$ cat config.mk
export PLATFORM = sky130hd
export DESIGN_NAME = hazard_ctrl_unit
export DESIGN_NICKNAME = d
export VERILOG_FILES = /design/src/rtl/data_path_muxs_pkg.sv /design/src/rtl/hazard_pkg.sv /design/src/rtl/hazard_ctrl_unit_sat_counter.sv /design/src/rtl/hazard_ctrl_unit.sv
export SDC_FILE = /design/constraint.sdc
export NUM_CORES = 1
export LEC_CHECK = 0
export BUFFER_PORTS_ARGS = -buffer_cell sky130_fd_sc_hd__buf_2
export CORE_MARGIN = 10
export CORE_UTILIZATION = 40
export CTS_CLUSTER_SIZE = 16
export DETAILED_ROUTE_END_ITERATION = 10
export PLACE_DENSITY_LB_ADDON = 0.05
export SYNTH_ARGS = -nofsm -noshare
export SYNTH_HDL_FRONTEND = slang
export SYNTH_HIERARCHICAL = 1
export SYNTH_SLANG_ARGS = --single-unit
$ cat constraint.sdc
create_clock -name CLK -period 4.2 [get_ports CLK]
set_input_delay 0.63 -clock CLK [delete_from_list [all_inputs] [get_ports CLK]]
set_output_delay 0.63 -clock CLK [all_outputs]
set_load 0.05 [all_outputs]
$ cat src/rtl/data_path_muxs_pkg.sv
// -----------------------------------------------------------------------------
// data_path_muxs_pkg
// Select encodings for the datapath muxes driven by the hazard unit.
// Only the PC-source select lives here; other mux selects belong to their
// own owners.
// -----------------------------------------------------------------------------
package data_path_muxs_pkg;

    localparam int PCSRC_W = 3;

    localparam logic [PCSRC_W-1:0] SEL_LOAD_NXT_INSTR     = 3'd0; // PC + 4
    localparam logic [PCSRC_W-1:0] SEL_LOAD_JMP_ADDR      = 3'd1; // J/JAL target from IF/ID
    localparam logic [PCSRC_W-1:0] SEL_LOAD_JR_ADDR       = 3'd2; // JR register value
    localparam logic [PCSRC_W-1:0] SEL_LOAD_NXT_PC_EX_MEM = 3'd3; // corrected PC after mispredict

endpackage

$ cat src/rtl/hazard_pkg.sv
// -----------------------------------------------------------------------------
// hazard_pkg
// Shared types and helpers for hazard_ctrl_unit: the debug FSM state enum,
// the load-use counter width and the latch-count helper.
// -----------------------------------------------------------------------------
package hazard_pkg;

    typedef enum logic [2:0] {
        RUN     = 3'd0,
        IWAIT   = 3'd1,
        DWAIT   = 3'd2,
        LDSTALL = 3'd3,
        HALTED  = 3'd4
    } hazard_state_t;

    // Load-use counter holds up to LOAD_USE_CYC-1 (max 6).
    localparam int LD_CNT_W = 3;

    // Pipeline with N stages has N-1 inter-stage latches.
    function automatic int num_latch(input int num_stages);
        return num_stages - 1;
    endfunction

endpackage

$ cat src/rtl/hazard_ctrl_unit_sat_counter.sv
// -----------------------------------------------------------------------------
// sat_counter
// W-bit up counter that sticks at all ones. Asynchronous active-high clear.
// Ports:
//   CLK  - clock, rising edge
//   RST  - asynchronous active-high clear
//   inc  - count enable for this cycle
//   cnt  - current count
// -----------------------------------------------------------------------------
module sat_counter #(
    parameter int W = 32
) (
    input  logic         CLK,
    input  logic         RST,
    input  logic         inc,
    output logic [W-1:0] cnt
);

    logic [W-1:0] cnt_q;
    logic [W-1:0] cnt_d;

    always_comb begin
        cnt_d = cnt_q;
        if (inc && (cnt_q != '1))
            cnt_d = cnt_q + W'(1);
    end

    always_ff @(posedge CLK or posedge RST) begin
        if (RST) cnt_q <= '0;
        else     cnt_q <= cnt_d;
    end

    assign cnt = cnt_q;

endmodule

$ cat src/rtl/hazard_ctrl_unit.sv
// -----------------------------------------------------------------------------
// hazard_ctrl_unit
// Hazard controller for an N-stage pipelined MIPS core. Produces per-latch
// enable/flush vectors, the PC-source select and the PC enable from cache
// handshakes, branch/jump decode and a load-use detector.
//
// Optional build macro: HAZARD_PERF_EN
//   defined   -> stall_cycles / flush_events are saturating perf counters
//   undefined -> both outputs tied to 0, no counter flops
//
// Ports:
//   CLK, RST                     clock, async active-high reset
//   ihit, dhit                   fetch / data access complete
//   dmemREN, dmemWEN             data access pending in MEM
//   halt_wb                      HALT reached WB (sets sticky halt)
//   br_mispredict                branch in latch BR_STAGE resolved wrong
//   jmp_id, jr_id                J/JAL or JR sitting in IF/ID
//   rs_id, rt_id, uses_rs_id,
//   uses_rt_id                   IF/ID source operands
//   load_ex, dest_ex             load and its destination in ID/EX
//   enable, flush                per-latch write enable / sync clear (0=IF/ID)
//   enable_pc                    PC write enable
//   PCSrc                        PC mux select (data_path_muxs_pkg)
//   state                        registered debug state
//   stall_cycles, flush_events   perf counters
// -----------------------------------------------------------------------------
module hazard_ctrl_unit
    import hazard_pkg::*;
    import data_path_muxs_pkg::*;
#(
    parameter int NUM_STAGES   = 5,
    parameter int BR_STAGE     = 3,
    parameter int LOAD_USE_CYC = 1,
    parameter int REG_AW       = 5,
    parameter int PERF_W       = 32
) (
    input  logic                                CLK,
    input  logic                                RST,
    input  logic                                ihit,
    input  logic                                dhit,
    input  logic                                dmemREN,
    input  logic                                dmemWEN,
    input  logic                                halt_wb,
    input  logic                                br_mispredict,
    input  logic                                jmp_id,
    input  logic                                jr_id,
    input  logic [REG_AW-1:0]                   rs_id,
    input  logic [REG_AW-1:0]                   rt_id,
    input  logic                                uses_rs_id,
    input  logic                                uses_rt_id,
    input  logic                                load_ex,
    input  logic [REG_AW-1:0]                   dest_ex,
    output logic [num_latch(NUM_STAGES)-1:0]    enable,
    output logic [num_latch(NUM_STAGES)-1:0]    flush,
    output logic                                enable_pc,
    output logic [PCSRC_W-1:0]                  PCSrc,
    output hazard_state_t                       state,
    output logic [PERF_W-1:0]                   stall_cycles,
    output logic [PERF_W-1:0]                   flush_events
);

    localparam int NUM_LATCH = num_latch(NUM_STAGES);
    localparam logic [LD_CNT_W-1:0] LD_INIT = LD_CNT_W'(LOAD_USE_CYC - 1);

    logic                halted_q;
    logic [LD_CNT_W-1:0] ld_cnt_q;
    logic [LD_CNT_W-1:0] ld_cnt_d;
    hazard_state_t       state_q;

    logic mem_req;
    logic move;
    logic lu_match;
    logic lu_detect;
    logic lu_stall;
    logic lu_active;

    // A pending data access owns the pipeline: only dhit can advance it,
    // even if ihit is also high.
    assign mem_req = dmemREN | dmemWEN;
    assign move    = !halted_q & (mem_req ? dhit : ihit);

    // Register 0 is hardwired, so a load to $0 never creates a dependency.
    assign lu_match  = load_ex & (dest_ex != '0) &
                       ((uses_rs_id & (rs_id == dest_ex)) |
                        (uses_rt_id & (rt_id == dest_ex)));
    // New detection only when no earlier stall is still counting down.
    assign lu_detect = (ld_cnt_q == '0) & lu_match;
    assign lu_stall  = lu_detect | (ld_cnt_q != '0);
    // A mispredict squashes the consumer, so the stall is moot.
    assign lu_active = lu_stall & !br_mispredict;

    // -------------------------------------------------------------------------
    // Output decode
    // -------------------------------------------------------------------------
    always_comb begin
        enable    = {NUM_LATCH{move}};
        enable_pc = move;
        flush     = '0;
        PCSrc     = SEL_LOAD_NXT_INSTR;
        if (RST) begin
            enable    = '0;
            enable_pc = 1'b0;
            flush     = '1;
        end else if (move) begin
            if (br_mispredict) begin
                for (int i = 0; i < NUM_LATCH; i++)
                    if (i < BR_STAGE) flush[i] = 1'b1;
                PCSrc = SEL_LOAD_NXT_PC_EX_MEM;
            end else if (lu_stall) begin
                // Hold PC and IF/ID, inject a bubble into ID/EX.
                enable_pc = 1'b0;
                enable[0] = 1'b0;
                flush[1]  = 1'b1;
            end else if (jmp_id) begin
                PCSrc    = SEL_LOAD_JMP_ADDR;
                flush[0] = 1'b1;
            end else if (jr_id) begin
                PCSrc    = SEL_LOAD_JR_ADDR;
                flush[0] = 1'b1;
            end
        end
    end

    // -------------------------------------------------------------------------
    // Load-use countdown: only advances on move cycles so memory waits
    // stretch the stall instead of eating it.
    // -------------------------------------------------------------------------
    always_comb begin
        ld_cnt_d = ld_cnt_q;
        if (move) begin
            if (br_mispredict)        ld_cnt_d = '0;
            else if (lu_detect)       ld_cnt_d = LD_INIT;
            else if (ld_cnt_q != '0)  ld_cnt_d = ld_cnt_q - LD_CNT_W'(1);
        end
    end

    // -------------------------------------------------------------------------
    // Sticky halt, load-use counter and debug FSM
    // -------------------------------------------------------------------------
    always_ff @(posedge CLK or posedge RST) begin
        if (RST) begin
            halted_q <= 1'b0;
            ld_cnt_q <= '0;
            state_q  <= RUN;
        end else begin
            halted_q <= halted_q | halt_wb;
            ld_cnt_q <= ld_cnt_d;
            if (halt_wb || halted_q || state_q == HALTED)
                state_q <= HALTED;
            else if (mem_req && !dhit)
                state_q <= DWAIT;
            else if (!ihit)
                state_q <= IWAIT;
            else if (lu_active)
                state_q <= LDSTALL;
            else
                state_q <= RUN;
        end
    end

    assign state = state_q;

    // -------------------------------------------------------------------------
    // Perf counters
    // -------------------------------------------------------------------------
`ifdef HAZARD_PERF_EN
    logic stall_inc;
    logic flush_inc;

    assign stall_inc = (!move & !halted_q) | lu_active;
    assign flush_inc = |flush;

    sat_counter #(.W(PERF_W)) u_stall_cnt (
        .CLK (CLK),
        .RST (RST),
        .inc (stall_inc),
        .cnt (stall_cycles)
    );

    sat_counter #(.W(PERF_W)) u_flush_cnt (
        .CLK (CLK),
        .RST (RST),
        .inc (flush_inc),
        .cnt (flush_events)
    );
`else
    assign stall_cycles = '0;
    assign flush_events = '0;
`endif

endmodule

==> impl_metrics.ini <==
[synthesis]
synth_cells = 157
synth_top_family_by_area = buffers and inverters
syn_area_um2 = 1280
ys_seq_elements = 7
async_flop_share_pct = 100
yosysWarnings = 6
synth_compound_area_share_pct = 19.5
ys_top_cells_by_area = buf_4 41%, dfrtp_1 14%, xnor2_1 6.8%, ha_1 2.0%, nor3_1 2.0%
synth_edf_count = 0
synth-simple-area-share_pct = 14.9
synth_mux_area_share_pct = 0
synth-xor-area-share_pct = 6.85
yosys.area.top_type = buf_4
ys_seq_area_share_pct = 13.7
synth.avg_cell_area_um2 = 8.14
synth_cell_types = 41
synth_top_area_share_pct = 40.5
synth_ff_type = dfrtp_1
synth_fa_ha_area_share_pct = 1.96

[cells_and_area]
multiInputGateArea_um2 = 796
fillers = 345
nets = 226
regArea_um2 = 175
area_delta_synth_final_pct = 0.0981
mostFrequentLayoutCell = conb_1
drive_above_1_share_pct = 28.2
diodes = 0
final_cell_mix = 65 x conb_1, 41 x buf_2, 10 x xnor2_1

[timing]
final_max_slew_viol_count = 0
setup_tns_ps = 0
period_needed_ps = 2780
fin_skew_ps = 5.46
post-route-period-util_pct = 66.2
timing.fmax_mhz = 360
hold_violations = 0
setup-violations-final = 0
slew_headroom_pct = 61.8
rsz0062_at_grt = false
tightest_slew_ps = 571

[placed_design]
hpwlAfterDp_um = 2920
port_buffers = 41
gp_congestion = 0.761

[clocking]
hold_buffers = 0
cts_tree = done
clk_pin_slew_worst_paths_ps = 60
clock_sinks = 7
clockBufferDepth = 2
cts_buffers = 3
cts_resized = 0
clk_latency_ps = 250
cts_setup_buffers = 0
clockRootBuffer = clkbuf_4
cts.htree.levels = 1

[setup_path]
cp_num_cells = 6
critPathLaunch = dmemWEN
crit_type = in -> out
end_kind = output port
r2r_start = ld_cnt_q[0]$_DFFE_PP0P_
cp_cell_sequence = buf_2 -> or3b_4 -> a211oi_4 -> o21ai_1 -> a21oi_1 -> buf_2
critPathCapture = enable[0]
worstReg2RegEnd = ld_cnt_q[0]$_DFFE_PP0P_
critPathArrivalTime_ps = 2150
cp-start-kind = input pin
crit_buf_inv = 2
cpMostUsedCell = buf_2
regToRegSetupSlack_ps = 2260
cp.required_ps = 3570
slowest_stage = or3b_4
crit_path_max_incr_delay_ps = 430
ff2ff_path_depth = 6
critical-path-top-delay-family = compound AO/OA/AOI/OAI gates
crit_fanout = 9

[grt]
grt_pass1_wl_um = 5120
grt_max_degree = 15
grt_usage_pct = 10.1
antenna_found_initial = 0
grt_overflow = 0
grt_pass1_vias = 1096

[floorplanning]
die_area_um2 = 5860
fp.coreArea_um2 = 3050
num_rows = 20
ios = 107
start_util_pct = 41.9
die_y_um = 76.5
die_x_um = 76.5

[pwr]
clockPowerShare_pct = 17.8
seq_power_share_pct = 21.1
internal-power_w = 0.000145
p_leak_nw = 0.663
sw_frac_of_total_pct = 58.1
power_w = 0.000346
irDropWorstVdd_mv = 0.124
p_per_area_nw_per_um2 = 270
power_frac_comb_pct = 61.1
power_switching_w = 0.000201

[flow_run]
maxCapViolCount = 0

[drt]
avgRoutedWirePerCell_um = 13.7
dr.pass1.iters = 4
viasPerCell = 4.14
vias = 990
antenna_left = 0
drt_iter0_drc = 88
drc = 0
wirelength_um = 3260

[run_status]
status = completed

[hold_path]
min-delay-path-class = in -> async
[power by group through the flow]
| stage | clock network (W) | registers (W) | logic (W) |
|---|---|---|---|
| after floorplan | 0 | 0.0000740 | 0.000227 |
| after global placement | 0 | 0.0000742 | 0.000208 |
| after detailed placement | 0 | 0.0000743 | 0.000207 |
| after CTS | 0.0000630 | 0.0000731 | 0.000208 |
| after global routing | 0.0000692 | 0.0000733 | 0.000224 |
| final | 0.0000615 | 0.0000731 | 0.000212 |
[routing by layer]
layer / up-vias / track usage (%) / routed length [µm]
li1: 480 / - / -
met1: 439 / 10.5 / 1210
met2: 69 / 17.4 / 1610
met3: 2 / 6.37 / 435
met4: 0 / 1.12 / 8
met5: - / 0 / 0
[worst min path at each step]
stage | slack, ps | to | depth (start not counted) | startpoint
3_3_place_gp | 590 | ld_cnt_q[2]$_DFFE_PP0P_ | 2 | ld_cnt_q[2]$_DFFE_PP0P_
2_1_floorplan | 430 | halted_q$_DFF_PP0_ | 1 | RST
6_report | 380 | ld_cnt_q[0]$_DFFE_PP0P_ | 2 | RST
3_5_place_dp | 600 | ld_cnt_q[2]$_DFFE_PP0P_ | 2 | ld_cnt_q[2]$_DFFE_PP0P_
4_1_cts | 380 | ld_cnt_q[2]$_DFFE_PP0P_ | 2 | RST
5_1_grt | 400 | ld_cnt_q[0]$_DFFE_PP0P_ | 2 | RST
[layout make-up]
| cell class | count | area share [%] |
|---|---|---|
| Multi-Input combinational cell | 137 | 62.2 |
| Timing Repair Buffer | 41 | 16.0 |
| Sequential cell | 7 | 13.7 |
| Tap cell | 44 | 4.30 |
| Clock buffer | 4 | 2.05 |
| Inverter | 6 | 1.76 |
[metrics by stage]
step	area (µm²)	std cells	util (%)	hold WS, ps	setup slack (ps)
2_1_floorplan	1520	221	-	433	530
3_3_place_gp	1250	235	41.1	585	1440
3_5_place_dp	1250	235	41.1	604	1420
4_1_cts	1280	239	41.9	384	1400
5_1_grt	1280	239	41.9	404	1260
6_report	1280	239	41.9	377	1420
[state kept, by name (all words and copies together), names as in the netlist]
name	cells
ld_cnt_q	3
state	3
halted_q	1
[cell usage after synthesis (2+ instances only)]
master / instances
nand3_1: 2
nor3_1: 5
or2_2: 2
a211oi_1: 3
nor3b_1: 2
nor2b_1: 3
a221oi_1: 2
nand4_1: 3
buf_4: 69
inv_1: 6
o31ai_1: 2
dfrtp_1: 7
o21ai_1: 2
nand2_1: 5
clkbuf_1: 2
ha_1: 2
xnor2_1: 10
a21o_1: 2
nor4b_1: 2
a21oi_1: 2
o22ai_1: 2
a21bo_2: 2
nor2_1: 2
[kinds of logic (layout without fill, tap and decap cells)]
logic type                 Yosys count  count (layout)
other                                1              65
buffers and inverters               77              51
adders and majority gates            2               2
and+or+nand+nor                     31              31
AOI/OAI and AO/OA                   29              29
DFF                                  7               7
xor gates and xnor gates            10              10
[worst register-to-register path, delay by kind of cell (launching register included)]
family,cells,cell delay (ps)
AOI/OAI and AO/OA,2,550
adders and majority gates,1,210
buffers and inverters,1,130
DFF,1,370
and+or+nand+nor,2,590
No activity file was read; power rests on OpenSTA's default activity.
